`src/rtl/vram_pkg.sv`:
```
// vram_pkg: frame-buffer geometry shared by the VGA generator, sram and arbiter
package vram_pkg;
  localparam int VRAM_ADDR_WIDTH = 15;
  localparam int VRAM_DATA_WIDTH = 8;
  localparam int VRAM_DEPTH      = 160 * 144;

  typedef enum logic [1:0] {
    ST_IDLE,
    ST_DRAIN,
    ST_CLEAR
  } vram_state_e;
endpackage

```
`src/rtl/vram_wr_fifo.sv`:
```
// vram_wr_fifo: show-ahead write buffer holding {addr, pixel} entries
module vram_wr_fifo #(
  parameter int DEPTH = 4,
  parameter int WIDTH = 23
) (
  input  logic             i_clk,
  input  logic             i_rst_n,
  input  logic             i_push,
  input  logic [WIDTH-1:0] i_data,
  input  logic             i_pop,
  output logic [WIDTH-1:0] o_data,
  output logic             o_full,
  output logic             o_empty
);
  localparam int LP_AW = $clog2(DEPTH);

  logic [WIDTH-1:0] r_mem [DEPTH];
  logic [LP_AW:0]   r_wr_ptr;
  logic [LP_AW:0]   r_rd_ptr;

  assign o_data  = r_mem[r_rd_ptr[LP_AW-1:0]];
  assign o_empty = r_wr_ptr == r_rd_ptr;
  assign o_full  = (r_wr_ptr[LP_AW] != r_rd_ptr[LP_AW]) &&
                   (r_wr_ptr[LP_AW-1:0] == r_rd_ptr[LP_AW-1:0]);

  // pointers carry an extra wrap bit so full and empty are distinguishable
  always_ff @(posedge i_clk or negedge i_rst_n)
    if (!i_rst_n) begin
      r_wr_ptr <= '0;
      r_rd_ptr <= '0;
    end else begin
      if (i_push && !o_full) r_wr_ptr <= r_wr_ptr + 1'b1;
      if (i_pop && !o_empty) r_rd_ptr <= r_rd_ptr + 1'b1;
    end

  // storage needs no reset: an empty pointer pair hides stale entries
  always_ff @(posedge i_clk)
    if (i_push && !o_full) r_mem[r_wr_ptr[LP_AW-1:0]] <= i_data;
endmodule

```
`src/rtl/vram_arbiter.sv`:
```
// vram_arbiter: one SRAM access per cycle shared by scanout reads, buffered writes and a clear sweep
module vram_arbiter
  import vram_pkg::*;
#(
  parameter int ADDR_WIDTH = VRAM_ADDR_WIDTH,
  parameter int DATA_WIDTH = VRAM_DATA_WIDTH,
  parameter int DEPTH      = VRAM_DEPTH,
  parameter int FIFO_DEPTH = 4
) (
  input  logic                  CLK_IN,
  input  logic                  RESET_N,
  input  logic                  RD_REQ,
  input  logic [ADDR_WIDTH-1:0] RD_ADDR,
  output logic [DATA_WIDTH-1:0] RD_DATA,
  output logic                  RD_VALID,
  input  logic                  WR_VALID,
  output logic                  WR_READY,
  input  logic [ADDR_WIDTH-1:0] WR_ADDR,
  input  logic [DATA_WIDTH-1:0] WR_DATA,
  input  logic                  CLR_START,
  input  logic [DATA_WIDTH-1:0] CLR_COLOR,
  output logic                  CLR_BUSY,
  output logic                  ERR_RANGE,
  output logic [ADDR_WIDTH-1:0] SRAM_ADDR,
  output logic                  SRAM_WE,
  output logic [DATA_WIDTH-1:0] SRAM_WDATA,
  input  logic [DATA_WIDTH-1:0] SRAM_RDATA
);
  localparam logic [ADDR_WIDTH-1:0] LP_DEPTH = ADDR_WIDTH'(DEPTH);
  localparam logic [ADDR_WIDTH-1:0] LP_LAST  = ADDR_WIDTH'(DEPTH - 1);

  vram_state_e                      r_state;
  logic        [ADDR_WIDTH-1:0]     r_clr_ptr;
  logic        [DATA_WIDTH-1:0]     r_clr_color;
  logic                             r_rd_p1;
  logic                             r_rd_oor_p1;
  logic                             w_full;
  logic                             w_empty;
  logic                             w_push;
  logic                             w_pop;
  logic                             w_rd_hit;
  logic                             w_clr_slot;
  logic [ADDR_WIDTH+DATA_WIDTH-1:0] w_head;
  logic [ADDR_WIDTH-1:0]            w_head_addr;
  logic [DATA_WIDTH-1:0]            w_head_data;

  assign w_head_addr = w_head[ADDR_WIDTH+DATA_WIDTH-1:DATA_WIDTH];
  assign w_head_data = w_head[DATA_WIDTH-1:0];
  // out-of-range reads never touch the SRAM, so their slot goes to writers
  assign w_rd_hit    = RD_REQ && (RD_ADDR < LP_DEPTH);
  assign w_pop       = !w_rd_hit && !w_empty;
  assign w_clr_slot  = !w_rd_hit && w_empty && (r_state == ST_CLEAR);
  assign WR_READY    = RESET_N && !w_full && (r_state == ST_IDLE);
  assign w_push      = WR_VALID && WR_READY;
  assign CLR_BUSY    = r_state != ST_IDLE;

  vram_wr_fifo #(
    .DEPTH(FIFO_DEPTH),
    .WIDTH(ADDR_WIDTH + DATA_WIDTH)
  ) u_wr_fifo (
    .i_clk  (CLK_IN),
    .i_rst_n(RESET_N),
    .i_push (w_push),
    .i_data ({WR_ADDR, WR_DATA}),
    .i_pop  (w_pop),
    .o_data (w_head),
    .o_full (w_full),
    .o_empty(w_empty)
  );

  // per-cycle grant: scanout read, then buffered pixel, then clear sweep
  always_ff @(posedge CLK_IN or negedge RESET_N)
    if (!RESET_N) begin
      SRAM_ADDR  <= '0;
      SRAM_WE    <= 1'b0;
      SRAM_WDATA <= '0;
      ERR_RANGE  <= 1'b0;
    end else begin
      SRAM_WE <= 1'b0;
      if (w_rd_hit) SRAM_ADDR <= RD_ADDR;
      else if (w_pop) begin
        if (w_head_addr < LP_DEPTH) begin
          SRAM_ADDR  <= w_head_addr;
          SRAM_WDATA <= w_head_data;
          SRAM_WE    <= 1'b1;
        end else ERR_RANGE <= 1'b1;
      end else if (w_clr_slot) begin
        SRAM_ADDR  <= r_clr_ptr;
        SRAM_WDATA <= r_clr_color;
        SRAM_WE    <= 1'b1;
      end
    end

  // two-stage read return: SRAM data is captured the cycle after the address goes out
  always_ff @(posedge CLK_IN or negedge RESET_N)
    if (!RESET_N) begin
      r_rd_p1     <= 1'b0;
      r_rd_oor_p1 <= 1'b0;
      RD_VALID    <= 1'b0;
      RD_DATA     <= '0;
    end else begin
      r_rd_p1     <= RD_REQ;
      r_rd_oor_p1 <= RD_REQ && !w_rd_hit;
      RD_VALID    <= r_rd_p1;
      if (r_rd_p1) RD_DATA <= r_rd_oor_p1 ? '0 : SRAM_RDATA;
    end

  // clear sequencer: drain buffered pixels first, then sweep every address once
  always_ff @(posedge CLK_IN or negedge RESET_N)
    if (!RESET_N) begin
      r_state     <= ST_IDLE;
      r_clr_ptr   <= '0;
      r_clr_color <= '0;
    end else begin
      case (r_state)
        ST_IDLE:
          if (CLR_START) begin
            r_state     <= ST_DRAIN;
            r_clr_color <= CLR_COLOR;
          end
        ST_DRAIN:
          if (w_empty) begin
            r_state   <= ST_CLEAR;
            r_clr_ptr <= '0;
          end
        ST_CLEAR:
          if (w_clr_slot) begin
            if (r_clr_ptr == LP_LAST) r_state <= ST_IDLE;
            else r_clr_ptr <= r_clr_ptr + 1'b1;
          end
        default: r_state <= ST_IDLE;
      endcase
    end
endmodule

```
`config.mk`:
```
export PLATFORM = sky130hd
export DESIGN_NAME = vram_arbiter
export DESIGN_NICKNAME = d
export VERILOG_FILES = /design/src/rtl/vram_pkg.sv /design/src/rtl/vram_wr_fifo.sv /design/src/rtl/vram_arbiter.sv
export SDC_FILE = /design/constraint.sdc
export NUM_CORES = 1
export LEC_CHECK = 0
export ABC_AREA = 1
export CORE_UTILIZATION = 25
export CTS_BUF_LIST = sky130_fd_sc_hd__clkbuf_16
export CTS_CLUSTER_DIAMETER = 100
export DETAILED_ROUTE_END_ITERATION = 16
export SLEW_MARGIN = 20
export SYNTH_ARGS = -nofsm -noshare
export SYNTH_HDL_FRONTEND = slang
export SYNTH_SLANG_ARGS = --single-unit
```
`constraint.sdc`:
```
create_clock -name CLK_IN -period 3.6 [get_ports CLK_IN]
set_input_delay 0.72 -clock CLK_IN [delete_from_list [all_inputs] [get_ports CLK_IN]]
set_output_delay 0.72 -clock CLK_IN [all_outputs]
set_load 0.01 [all_outputs]
```
After elaboration in Yosys (flattened, before gate mapping). Memories as Yosys holds them, arrays and structs flattened. Index checks and enable logic that the tools add are counted. W data, S select, Z words.

Equal/unequal tests: 13. Bitwise gates (word level): 2. Order comparisons: 2. Add/sub/neg operators: 3. Reduce and logical (&&, ||, !) cells: 25. Mux-type cells: 23.

Operator list (number): $mux W15 (7); $mux W8 (4); $lt A15 B15 Y1 const B (2); $pmux W15 S2 (1); $add A15 B1 Y15 const B (1); $eq A15 B15 Y1 const B (1); $logic_and A1 B1 Y1 (11); $mux W2 (4); $ne A2 B2 Y1 const B (4); $reduce_and A4 Y1 (2); $add A3 B1 Y3 const B (2); $mux W1 (6); $pmux W2 S3 (1); $reduce_and A3 Y1 (2); $reduce_bool A2 Y1 (3); $ne A2 B1 Y1 const B (2); $reduce_and A2 Y1 (2); $eq A3 B3 Y1 (1); $logic_not A1 Y1 (3); $ne A3 B3 Y1 const B (1); $reduce_bool A3 Y1 (1); $eq A2 B1 Y1 const B (1); $eq A2 B2 Y1 (1); $eq A2 B2 Y1 const B (1); other kinds (3) (4).

RAM bits: 92. Flip-flop bits (word level): 67. Logic and storage cells: 82. Memories kept: 1. Output and inout port bits: 36. Input port bits: 59.

Memories: u_wr_fifo.r_mem (depth 4, width 23, read ports 1, clocked after memory_dff 0, wr ports 1, line vram_wr_fifo.sv:17) `logic [WIDTH-1:0] r_mem [DEPTH];`.

Logic depth before layout (Yosys ltp). Gate-level depths: netlist of the first run.

Depth in word-level cells: 9. Mapped depth: 14. Mapped depth without buffers: 11.

By module. A second synthesis of the first run with hierarchy kept.

Cell total of the unflattened synthesis: 716. Area, all modules: 7229.4 um^2.

Modules (own cells, without submodules): vram_wr_fifo (instances 1, cells an instance 283, area an instance 3811.2 um^2, seq. area each 2912.8 um^2); vram_arbiter (instances 1, cells an instance 433, area an instance 3418.3 um^2, seq. area each 1526.5 um^2).

Worst setup path after synthesis of the first run. Ideal clock, no wire load.

Path kind: input to register. Start point: in RESET_N. End point: mem u_wr_fifo.r_mem[3][0], enable pin. Arrival time: 2.094 ns. Setup time: 0.404 ns. Stages on the path: 4. Slack: 1.102 ns. Buffers on the path: 0. Required time: 3.196 ns. Cell sequence: nand3_1 inv_1 nand2_1 nor2_1.

Longest elaborated chain between the ends: 6.

Ends and longest elaborated chain: start: declaration (line vram_arbiter.sv:11) `input logic RESET_N,`; $logic_and A1 B1 Y1 (2 in a row) (line vram_arbiter.sv:53) `assign WR_READY = RESET_N && !w_full && (r_state == ST_IDLE);`; named net WR_READY (line vram_arbiter.sv:17) `output logic WR_READY,`; $logic_and A1 B1 Y1 (line vram_arbiter.sv:54) `assign w_push = WR_VALID && WR_READY;`; $logic_and A1 B1 Y1 (line vram_wr_fifo.sv:38) `if (i_push && !o_full) r_mem[r_wr_ptr[LP_AW-1:0]] <= i_data;`; $mux W1 (line vram_wr_fifo.sv:38); $mux W1 (implied by the code) (line vram_wr_fifo.sv:38); end: declaration (line vram_wr_fifo.sv:17).

The timed path passes the listed nets, and every way through them passes these cells.

Worst setup path after layout of the first run.
Start point: reg u_wr_fifo.r_rd_ptr[0]. End point: out WR_READY.

Longest elaborated chain between the ends: 5.

Ends and longest elaborated chain: start: declaration (line vram_wr_fifo.sv:19) `logic [LP_AW:0] r_rd_ptr;`; start signal: assignment (line vram_wr_fifo.sv:33) `if (i_pop && !o_empty) r_rd_ptr <= r_rd_ptr + 1'b1;`; $eq A2 B2 Y1 (line vram_wr_fifo.sv:24) `(r_wr_ptr[LP_AW-1:0] == r_rd_ptr[LP_AW-1:0]);`; $logic_and A1 B1 Y1 (line vram_wr_fifo.sv:23) `assign o_full = (r_wr_ptr[LP_AW] != r_rd_ptr[LP_AW]) &&`; $logic_not A1 Y1 (line vram_arbiter.sv:53); $logic_and A1 B1 Y1 (2 in a row) (line vram_arbiter.sv:53); end: declaration (line vram_arbiter.sv:17).

No other way between the ends.

==> metrics.txt, run 1 <==
Final Max Tran Viols=0; sequential share of the synthesized area=0.608; number of iterations in the first detailed-routing pass=5; Final Wtd Congestion=~0.84; Core Util, Final=0.321; Routed Antenna Nets=0; CP Max Fanout=43; largest net degree at the start of global routing=68; status=completed; Die X=around 170 µm; CTS sink cnt=~160; register bit total from synthesis=approximately 160; Worst Hold Class=flip-flop to flip-flop; clk_skew=around 0.008 ns; initial antenna violation count=4; hpwl dp=12.1 mm; final WL=around 18 mm; post-layout net count=~910; Post-Syn Area=~7300 µm²; Hold Buf Count CTS=0; Starting Density=0.255; die height=173 µm; vias per cell=4.28; layout cells sized above 1=0.100; max-cap violation count=0; ys async rst share=0.421; fin crit period=between 2 and 3 ns; RSZ-0062 raised after global routing=false; setup TNS=0 ns; DR vias=~5,300; area delta synth->final=26.1%; # rows=a little over 60; worst-path cell chain=inv_4, nand2_1, nand2_2, nand3_1, nand3_1, inv_1, clkdlybuf4s50_1; worst path required time=2.88 ns; Leakage=between 0.003 and 0.004 µW; drt first-iter violations=a little over 400; clock latency on the worst-skew pair=around 0.42 ns; Clk pin slew, worst setup/hold paths=roughly 0.06 ns; core area=roughly 29,000 µm²; Syn. warnings=0; crit start category=flip-flop; most common cell after layout, fill and taps aside=nand2_1; VDD IR max=a little over 0.4 mV; Post-synth top flop=edfxtp_1; CTS buffer count=17; clock root buffer master=clkbuf_16; slowest CP cell=dfrtp_1; Placed Instances=~1,200; CTS Buffer Depth=2; CTS tree=built; Final Cycle Share=0.831; EDFF count, synth=between 90 and 100; critical path arrival=about 2.3 ns; Fin. Hold Viols=0; count of cell types in the netlist=32; Least-Margin Pin Slew=roughly 0.87 ns; Reg2Reg Setup Slack=1.05 ns; hold slack final=around 0.47 ns; largest stage delay on the critical path=about 0.50 ns; cts repair resizes=0; final setup vio count=0; synthesized area per cell=between 9 and 10 µm²; endpoint class of the critical path=output port; Crit path top cell by count=nand3_1; GRT overflow=0; htree depth=4; vias in the first global route=slightly above 5,000; Rel. slew slack=0.419; DIE AREA=about 30,000 µm²; DRC Markers=0; Mapped Cells=between 700 and 800; first-pass GRT wire length=about 29 mm; Layout Cells excl Fill=around 1,200; setup repair bufs after CTS=0; I/O pin cnt=95; Total GRT Usage=0.123; pwr/cell area=~730 nW/µm²; WL per Instance=14.3 µm; FMAX=around 330 MHz; most frequent cells in the layout=nand2_1 (228), nand3_1 (109), clkdlybuf4s50_1 (93); Net Count, Synth=approximately 800; Crit Path Class=flip-flop to output port; IO buf count=94; overall power=between 6000 and 7000 µW
==> metrics by stage <==
step | worst slack (ns) | area [µm²]
after detailed placement | 0.671 | 8590
final | 0.609 | 9210
after floorplan | 1.10 | 7310
after global placement | 0.723 | 8590
after global routing | 0.423 | 9210
after CTS | 0.528 | 9210
==> synth_stat cells (all sizes together) (5+ instances only) <==
cell	n	area share
buf	28	0.029
dfrtp	67	0.23
edfxtp	92	0.38
ha	6	0.010
inv	49	0.026
mux2	8	0.012
nand2	238	0.13
nand3	113	0.080
nand3b	5	0.0051
nand4	5	0.0043
nor2	63	0.033
o21ai	51	0.039
xor2	11	0.013
==> kinds of logic (layout without fill, tap and decap cells) <==
kind of cell / count (synthesis) / after routing / share of synthesized area
AND/OR/NAND/NOR: 430 / 430 / 0.256
flip-flops: 159 / 159 / 0.608
buffers and inverters: 81 / 186 / 0.0567
AO/OA/AOI/OAI: 56 / 56 / 0.0437
XOR/XNOR: 11 / 11 / 0.0132
multiplexers: 8 / 8 / 0.0123
adder cells (fa/ha/maj): 6 / 6 / 0.0103
other: 0 / 1 / 0
==> state kept, by name (all words and copies together) (netlist names) <==
signal / cells
r_clr_color: 8
RD_DATA: 8
u_wr_fifo.r_wr_ptr: 3
RD_VALID: 1
r_rd_oor_p1: 1
u_wr_fifo.r_rd_ptr: 3
ERR_RANGE: 1
SRAM_WDATA: 8
SRAM_WE: 1
SRAM_ADDR: 15
u_wr_fifo.r_mem: 92
r_state: 2
r_rd_p1: 1
r_clr_ptr: 15
==> report_power, final <==
group | total [µW] | internal, µW | switching [µW]
Sequential | 2450 | 2250 | 198
Combinational | 2430 | 898 | 1540
Clock | 1880 | 1160 | 720
Total | 6760 | 4310 | 2450
==> worst max-delay path, delay by kind of cell (launching register included) <==
kind / cells / cell delay [ns]
simple gates: 4 / 0.42
flops: 1 / 0.50
buf+inv: 3 / 0.93
==> final cells by class <==
| cell class | instances | area, µm² |
|---|---|---|
| multi-input combinational | 511 | 2460 |
| antenna | 1 | 2.50 |
| timing repair buffer | 105 | 1020 |
| tap | 384 | 480 |
| sequential | 159 | 4440 |
| clock inverter | 15 | 193 |
| inverter | 49 | 189 |
| fill | 2947 | 19500 |
| clock buffer | 17 | 425 |
==> routing by layer <==
layer / GRT usage / vias to the layer above / wire (µm)
li1: - / 2672 / -
met1: 0.168 / 2502 / 8610
met2: 0.185 / 115 / 7880
met3: 0.0385 / 20 / 1070
met4: 0.0387 / 2 / 201
met5: 0 / - / 17
==> final timing paths <==
kind | startpoint | to | depth (start not counted)
setup / recovery | u_wr_fifo.r_rd_ptr[0]$_DFFE_PN0P_ | WR_READY | 7
hold / removal | SRAM_ADDR[11]$_DFFE_PN0P_ | SRAM_ADDR[11]$_DFFE_PN0P_ | 2
setup reg to reg | u_wr_fifo.r_rd_ptr[0]$_DFFE_PN0P_ | SRAM_ADDR[4]$_DFFE_PN0P_ | 9
hold reg to reg | SRAM_ADDR[11]$_DFFE_PN0P_ | SRAM_ADDR[11]$_DFFE_PN0P_ | 2
max in group asynchronous | RESET_N | r_clr_color[0]$_DFFE_PN0P_ | 2
min in group asynchronous | RESET_N | r_clr_ptr[12]$_DFFE_PN0P_ | 2
(Power assumes the default switching activity.)
==> run 2: changes to the inputs <==
clock period = 3.1 ns   (was 3.6 ns; I/O delays follow)
==> run 2 against run 1 <==
Compared with the run above:
- clock-buffer cell count unchanged
- critical endpoint unchanged
- final cell count about the same
- global-route usage shrank 0.11 points
- setup slack lost 0.12 ns
- largest power group is now combinational logic
- final area shrank 0.60%
- register-to-register slack lost 0.15 ns
- hold slack worse by 0.038 ns
- highest routed layer unchanged
==> metrics.txt, run 2 (same netlist as run 1, synthesis figures left out) <==
CP Max Fanout=6 (-86%); I/O pin cnt=95 (unchanged); hold slack final=0.432 ns (-0.0378 ns); Worst Hold Class=input pin to asynchronous set/reset pin; initial antenna violation count=2 (-2); Total GRT Usage=0.122 (-0.00108); final WL=17.8 mm (+0.26%); WL per Instance=14.4 µm (+0.18%); Pint=4720 µW (+9.5%); clk_skew=0.0113 ns (+0.00320 ns); slowest CP cell=clkdlybuf4s50_1; Final Instance Area=9160 µm² (-0.60%); Final Wtd Congestion=0.903 (+8.0%); post-layout net count=909 (+0.11%); P_sw=2930 µW (+19%); die height=173 µm (unchanged); Crit Path Class=flip-flop to output port; max-cap violation count=0 (unchanged); clock latency on the worst-skew pair=0.43 ns (about the same); clock root buffer master=clkbuf_16; IO buf count=94 (unchanged); Gate power share=0.373 (+0.013); Routed Antenna Nets=0 (unchanged); core area=28,700 µm² (unchanged); fin crit period=between 2 and 3 ns; critical path arrival=1.99 ns (-0.28 ns); cts repair resizes=0 (unchanged); largest net degree at the start of global routing=68 (unchanged); worst-path cell chain=inv_4, nand2_1, nand2_1, nand3_1, nand3_1, inv_1, clkdlybuf4s50_1; vias in the first global route=5,189 (+1.2%); max reg flops=92 (unchanged); Rel. slew slack=0.408 (-0.0106); RSZ-0062 raised after global routing=false; CTS buffer count=17 (unchanged); largest stage delay on the critical path=0.54 ns (+0.04 ns); Least-Margin Pin Slew=0.888 ns (+0.0159 ns); vias per cell=4.31 (+0.71%); DIE AREA=29,900 µm² (unchanged); Final Max Tran Viols=0 (unchanged); VDD IR max=0.393 mV (-3.1%); CTS sink cnt=159 (unchanged); Clk pin slew, worst setup/hold paths=0.07 ns (about the same); Clk network pwr share=0.257 (-0.020); status=completed; DRC Markers=0 (unchanged); htree depth=4 (unchanged); crit path capture=WR_READY; # rows=62 (unchanged); final setup vio count=0 (unchanged); number of iterations in the first detailed-routing pass=6 (+1); sw frac=0.383 (+0.0203); worst setup path start=u_wr_fifo.r_rd_ptr[1]$_DFFE_PN0P_; worst path required time=2.48 ns (-0.40 ns); drt first-iter violations=500 (+23%); hpwl dp=12.1 mm (-0.15%); Starting Density=0.255 (unchanged); pwr/cell area=836 nW/µm² (+14%); layout cells sized above 1=0.104 (+0.00338); Reg2Reg Depth=11 (+2); Fin. Hold Viols=0 (unchanged); most frequent cells in the layout=nand2_1 (228), nand3_1 (109), clkdlybuf4s50_1 (93); endpoint class of the critical path=output port; FF-to-FF Start=u_wr_fifo.r_rd_ptr[0]$_DFFE_PN0P_; FMAX=between 300 and 400 MHz; Leakage=0.00380 µW (-0.70%); Place WS=0.398 ns (-0.273 ns); Hold Buf Count CTS=0 (unchanged); RR Endpoint=SRAM_ADDR[8]$_DFFE_PN0P_; Final Cycle Share=0.843; dpl cell area=8600 µm² (about the same); GRT overflow=0 (unchanged); setup TNS=0 ns (unchanged); first-pass GRT wire length=28.4 mm (-0.96%); area delta synth->final=25.3%; most common cell after layout, fill and taps aside=nand2_1; CTS tree=built; DR vias=5,353 (+0.79%); setup repair bufs after CTS=0 (unchanged); number of fill cells in the layout=2,922 (-0.85%); Die X=173 µm (unchanged); CTS Buffer Depth=2 (unchanged); Reg power frac=0.370 (+0.008); final worst-path setup slack=0.488 ns (-0.121 ns); crit start category=flip-flop; Reg2Reg Setup Slack=0.90 ns (-0.15 ns)
==> run 2: power groups by stage <==
stage,combinational (µW),sequential [µW],clock [µW]
after floorplan,1920,2890,0
final,2850,2830,1970
after CTS,2890,2830,2020
after global placement,2840,2870,0
after detailed placement,2880,2870,0
after global routing,3220,2870,2090
==> run 2: how the worst min path moves through the flow <==
stage	start	to	slack (ns)	cells past startpoint
detailed placement	ERR_RANGE$_DFFE_PN0P_	ERR_RANGE$_DFFE_PN0P_	0.46	2
global route	ERR_RANGE$_DFFE_PN0P_	ERR_RANGE$_DFFE_PN0P_	0.50	2
finish	RESET_N	SRAM_ADDR[11]$_DFFE_PN0P_	0.43	2
floorplan	RESET_N	ERR_RANGE$_DFFE_PN0P_	0.32	0
CTS	ERR_RANGE$_DFFE_PN0P_	ERR_RANGE$_DFFE_PN0P_	0.48	2
global placement	SRAM_ADDR[12]$_DFFE_PN0P_	SRAM_ADDR[12]$_DFFE_PN0P_	0.46	2
==> run 2: layout make-up <==
class	count	area (µm²)	area share
diodes	1	2.50	0.000273
clock buffers	17	425	0.0465
clock inverters	15	130	0.0142
inverters	49	189	0.0206
multi-input cells	511	2460	0.269
flip-flops and latches	159	4440	0.485
well taps	384	480	0.0525
repair buffers	106	1030	0.112
==> run 2: metrics by stage <==
step,std cells,utilization,power [µW]
6_report,1242,0.319,7650
3_3_place_gp,1209,0.300,5710
4_1_cts,1241,0.319,7740
2_1_floorplan,751,-,4810
3_5_place_dp,1209,0.300,5750
5_1_grt,1241,0.319,8180
==> run 2: critical path: cells and delay by family, from the launching register on <==
family	cells	cell delay [ns]
buffers and inverters	3	0.66
AND/OR/NAND/NOR	4	0.39
flip-flops	1	0.52
==> run 2: per-layer routing <==
layer,vias to the layer above,track usage,wire [µm]
met2,129,0.189,8000
li1,2683,-,-
met3,18,0.0374,1050
met5,-,0,13
met1,2521,0.164,8620
met4,2,0.0347,145
==> run 3: changes to the inputs <==
clock period = 2.28 ns   (was 3.1 ns; I/O delays follow)
==> run 3 against run 2 <==
Compared with the run above:
- sequential share of layout area fell by 1.3 points
- power rose by 40%
- first-iteration DRC count fell by 18%
- final cell count rose by 1.7%
- wire length fell by 1.4%
- utilization rose by 0.86 points
- setup slack got worse by 0.39 ns
- sequential cell count did not move
- clock skew fell by 0.00066 ns
- clock-buffer cell count did not move
- critical path depth fell by 3
- die area did not move
- critical path type unchanged
==> metrics.txt, run 3 (same netlist as run 1, synthesis figures left out) <==
Hold Buf Count CTS=0 (unchanged); FMAX=approximately 460 MHz; DR vias=5,434 (+1.5%); vias per cell=4.30 (-0.17%); layout cells sized above 1=0.126 (+0.0226); Clk network pwr share=0.260 (+0.003); Critical Path Stages=4 (-3); CP Max Fanout=3 (-3); VDD IR max=0.695 mV (+77%); Layout Cells excl Fill=1,263 (+1.7%); most frequent cells in the layout=nand2_1 (228), nand3_1 (109), clkdlybuf4s50_1 (92), edfxtp_1 (92), dfrtp_1 (67); Pint=6630 µW (+41%); Final Max Tran Viols=0 (unchanged); die height=173 µm (unchanged); area delta synth->final=28.7%; Least-Margin Pin Slew=0.487 ns (-0.401 ns); RR Endpoint=r_clr_ptr[13]$_DFFE_PN0P_; GRT overflow=0 (unchanged); max-cap violation count=0 (unchanged); cts repair resizes=1 (+1); setup repair bufs after CTS=0 (unchanged); vias in the first global route=5,276 (+1.7%); I/O pin cnt=95 (unchanged); Routed Antenna Nets=0 (unchanged); dpl cell area=8810 µm² (+2.4%); Rel. slew slack=0.675 (+0.267); CP bufs+invs=3 (unchanged); CTS buffer count=17 (unchanged); fin crit period=2.18 ns; sw frac=0.382 (-0.000816); clock root buffer master=clkbuf_16; clock latency on the worst-skew pair=0.43 ns (about the same); max reg flops=92 (unchanged); Total GRT Usage=0.122 (-0.000455); CTS tree=built; number of iterations in the first detailed-routing pass=5 (-1); final setup vio count=0 (unchanged); clk_skew=0.0106 ns (-0.000658 ns); Crit Path Class=flip-flop to output port; # rows=62 (unchanged); RSZ-0062 raised after global routing=false; hpwl dp=12.3 mm (+1.3%); Leakage=0.00392 µW (+3.2%); pwr/cell area=1140 nW/µm² (+37%); Reg power frac=0.358 (-0.012); final WL=17.6 mm (-1.4%); Reg2Reg Setup Slack=0.27 ns (-0.63 ns); Gate power share=0.383 (+0.010); drt first-iter violations=411 (-18%); most common cell after layout, fill and taps aside=nand2_1; Placed Instances=1,230 (+1.7%); crit start category=flip-flop; FF-to-FF Start=r_clr_ptr[0]$_DFFE_PN0P_; Final Cycle Share=0.956; core area=28,700 µm² (unchanged); status=completed; setup TNS=0 ns (unchanged); DIE AREA=29,900 µm² (unchanged); Reg2Reg Depth=8 (-3); htree depth=4 (unchanged); crit path capture=CLR_BUSY; IO buf count=94 (unchanged); slowest CP cell=clkdlybuf4s50_1; CTS Buffer Depth=2 (unchanged); worst path required time=1.82 ns (-0.66 ns); worst setup path start=r_state[0]$_DFFE_PN0P_; Clk pin slew, worst setup/hold paths=0.07 ns (about the same); Starting Density=0.255 (unchanged); post-layout net count=930 (+2.3%); first-pass GRT wire length=28.3 mm (-0.34%); worst-path cell chain=nor2_1, buf_4, inv_1, clkdlybuf4s50_1; CTS sink cnt=159 (unchanged); Final Instance Area=9400 µm² (+2.7%); delay-heaviest family, CP=buffers and inverters; initial antenna violation count=0 (-2); Final Wtd Congestion=0.841 (-6.9%); Fin. Hold Viols=0 (unchanged); critical path arrival=1.72 ns (-0.27 ns); P_sw=4110 µW (+40%); largest net degree at the start of global routing=37 (-46%); largest stage delay on the critical path=0.46 ns (-0.08 ns); DRC Markers=0 (unchanged); WL per Instance=13.9 µm (-3.0%); Die X=173 µm (unchanged); endpoint class of the critical path=output port; Worst Hold Class=input pin to asynchronous set/reset pin
run 3: changes by cell type in the layout (fill, tap and decap cells not counted), sizes merged:
| cell | before | now |
|---|---|---|
| clkinv | 7 | 6 |
| clkdlybuf4s50 | 93 | 92 |
| clkinvlp | 1 | 2 |
| dlygate4sd2 | 0 | 1 |
| buf | 13 | 34 |
run 3: cell type report:
type | instances | area, µm²
clock buffer | 17 | 425
timing repair buffer | 127 | 1230
clock inverter | 15 | 171
multi-input combinational | 511 | 2460
sequential | 159 | 4440
antenna | 1 | 2.50
fill | 2906 | 19300
tap | 384 | 480
inverter | 49 | 189
run 3: stage by stage:
stage / setup WS (ns) / total power [µW] / utilization / hold slack [ns]
after floorplan: -0.187 / 6540 / - / 0.160
after global placement: 0.00971 / 8000 / 0.307 / 0.456
after detailed placement: 0.0159 / 8030 / 0.307 / 0.458
after CTS: 0.0657 / 10800 / 0.328 / 0.170
final: 0.0995 / 10700 / 0.328 / 0.153
after global routing: 0.0189 / 11500 / 0.328 / 0.179
run 3: how the worst min path moves through the flow:
stage	start	endpoint	slack, ns	depth (start not counted)
detailed placement	SRAM_ADDR[0]$_DFFE_PN0P_	SRAM_ADDR[0]$_DFFE_PN0P_	0.46	2
finish	RESET_N	r_clr_ptr[12]$_DFFE_PN0P_	0.15	2
floorplan	RESET_N	ERR_RANGE$_DFFE_PN0P_	0.16	0
global placement	SRAM_ADDR[9]$_DFFE_PN0P_	SRAM_ADDR[9]$_DFFE_PN0P_	0.46	2
CTS	RESET_N	SRAM_ADDR[14]$_DFFE_PN0P_	0.17	2
global route	RESET_N	r_clr_ptr[11]$_DFFE_PN0P_	0.18	2
run 3: power by group through the flow:
stage	Combinational [µW]	Clock, µW	Sequential, µW
after detailed placement	4130	0	3900
after floorplan	2610	0	3920
after CTS	4150	2850	3840
after global routing	4590	2970	3890
final	4110	2790	3840
after global placement	4100	0	3900
run 3: metal layers:
metal | wire length, µm | GRT usage | part of all wire | up-vias
met5 | 0 | 0 | 0 | -
met4 | 235 | 0.0365 | 0.013 | 0
met3 | 1250 | 0.0343 | 0.071 | 18
met2 | 7790 | 0.187 | 0.44 | 158
met1 | 8310 | 0.165 | 0.47 | 2530
li1 | - | - | - | 2728
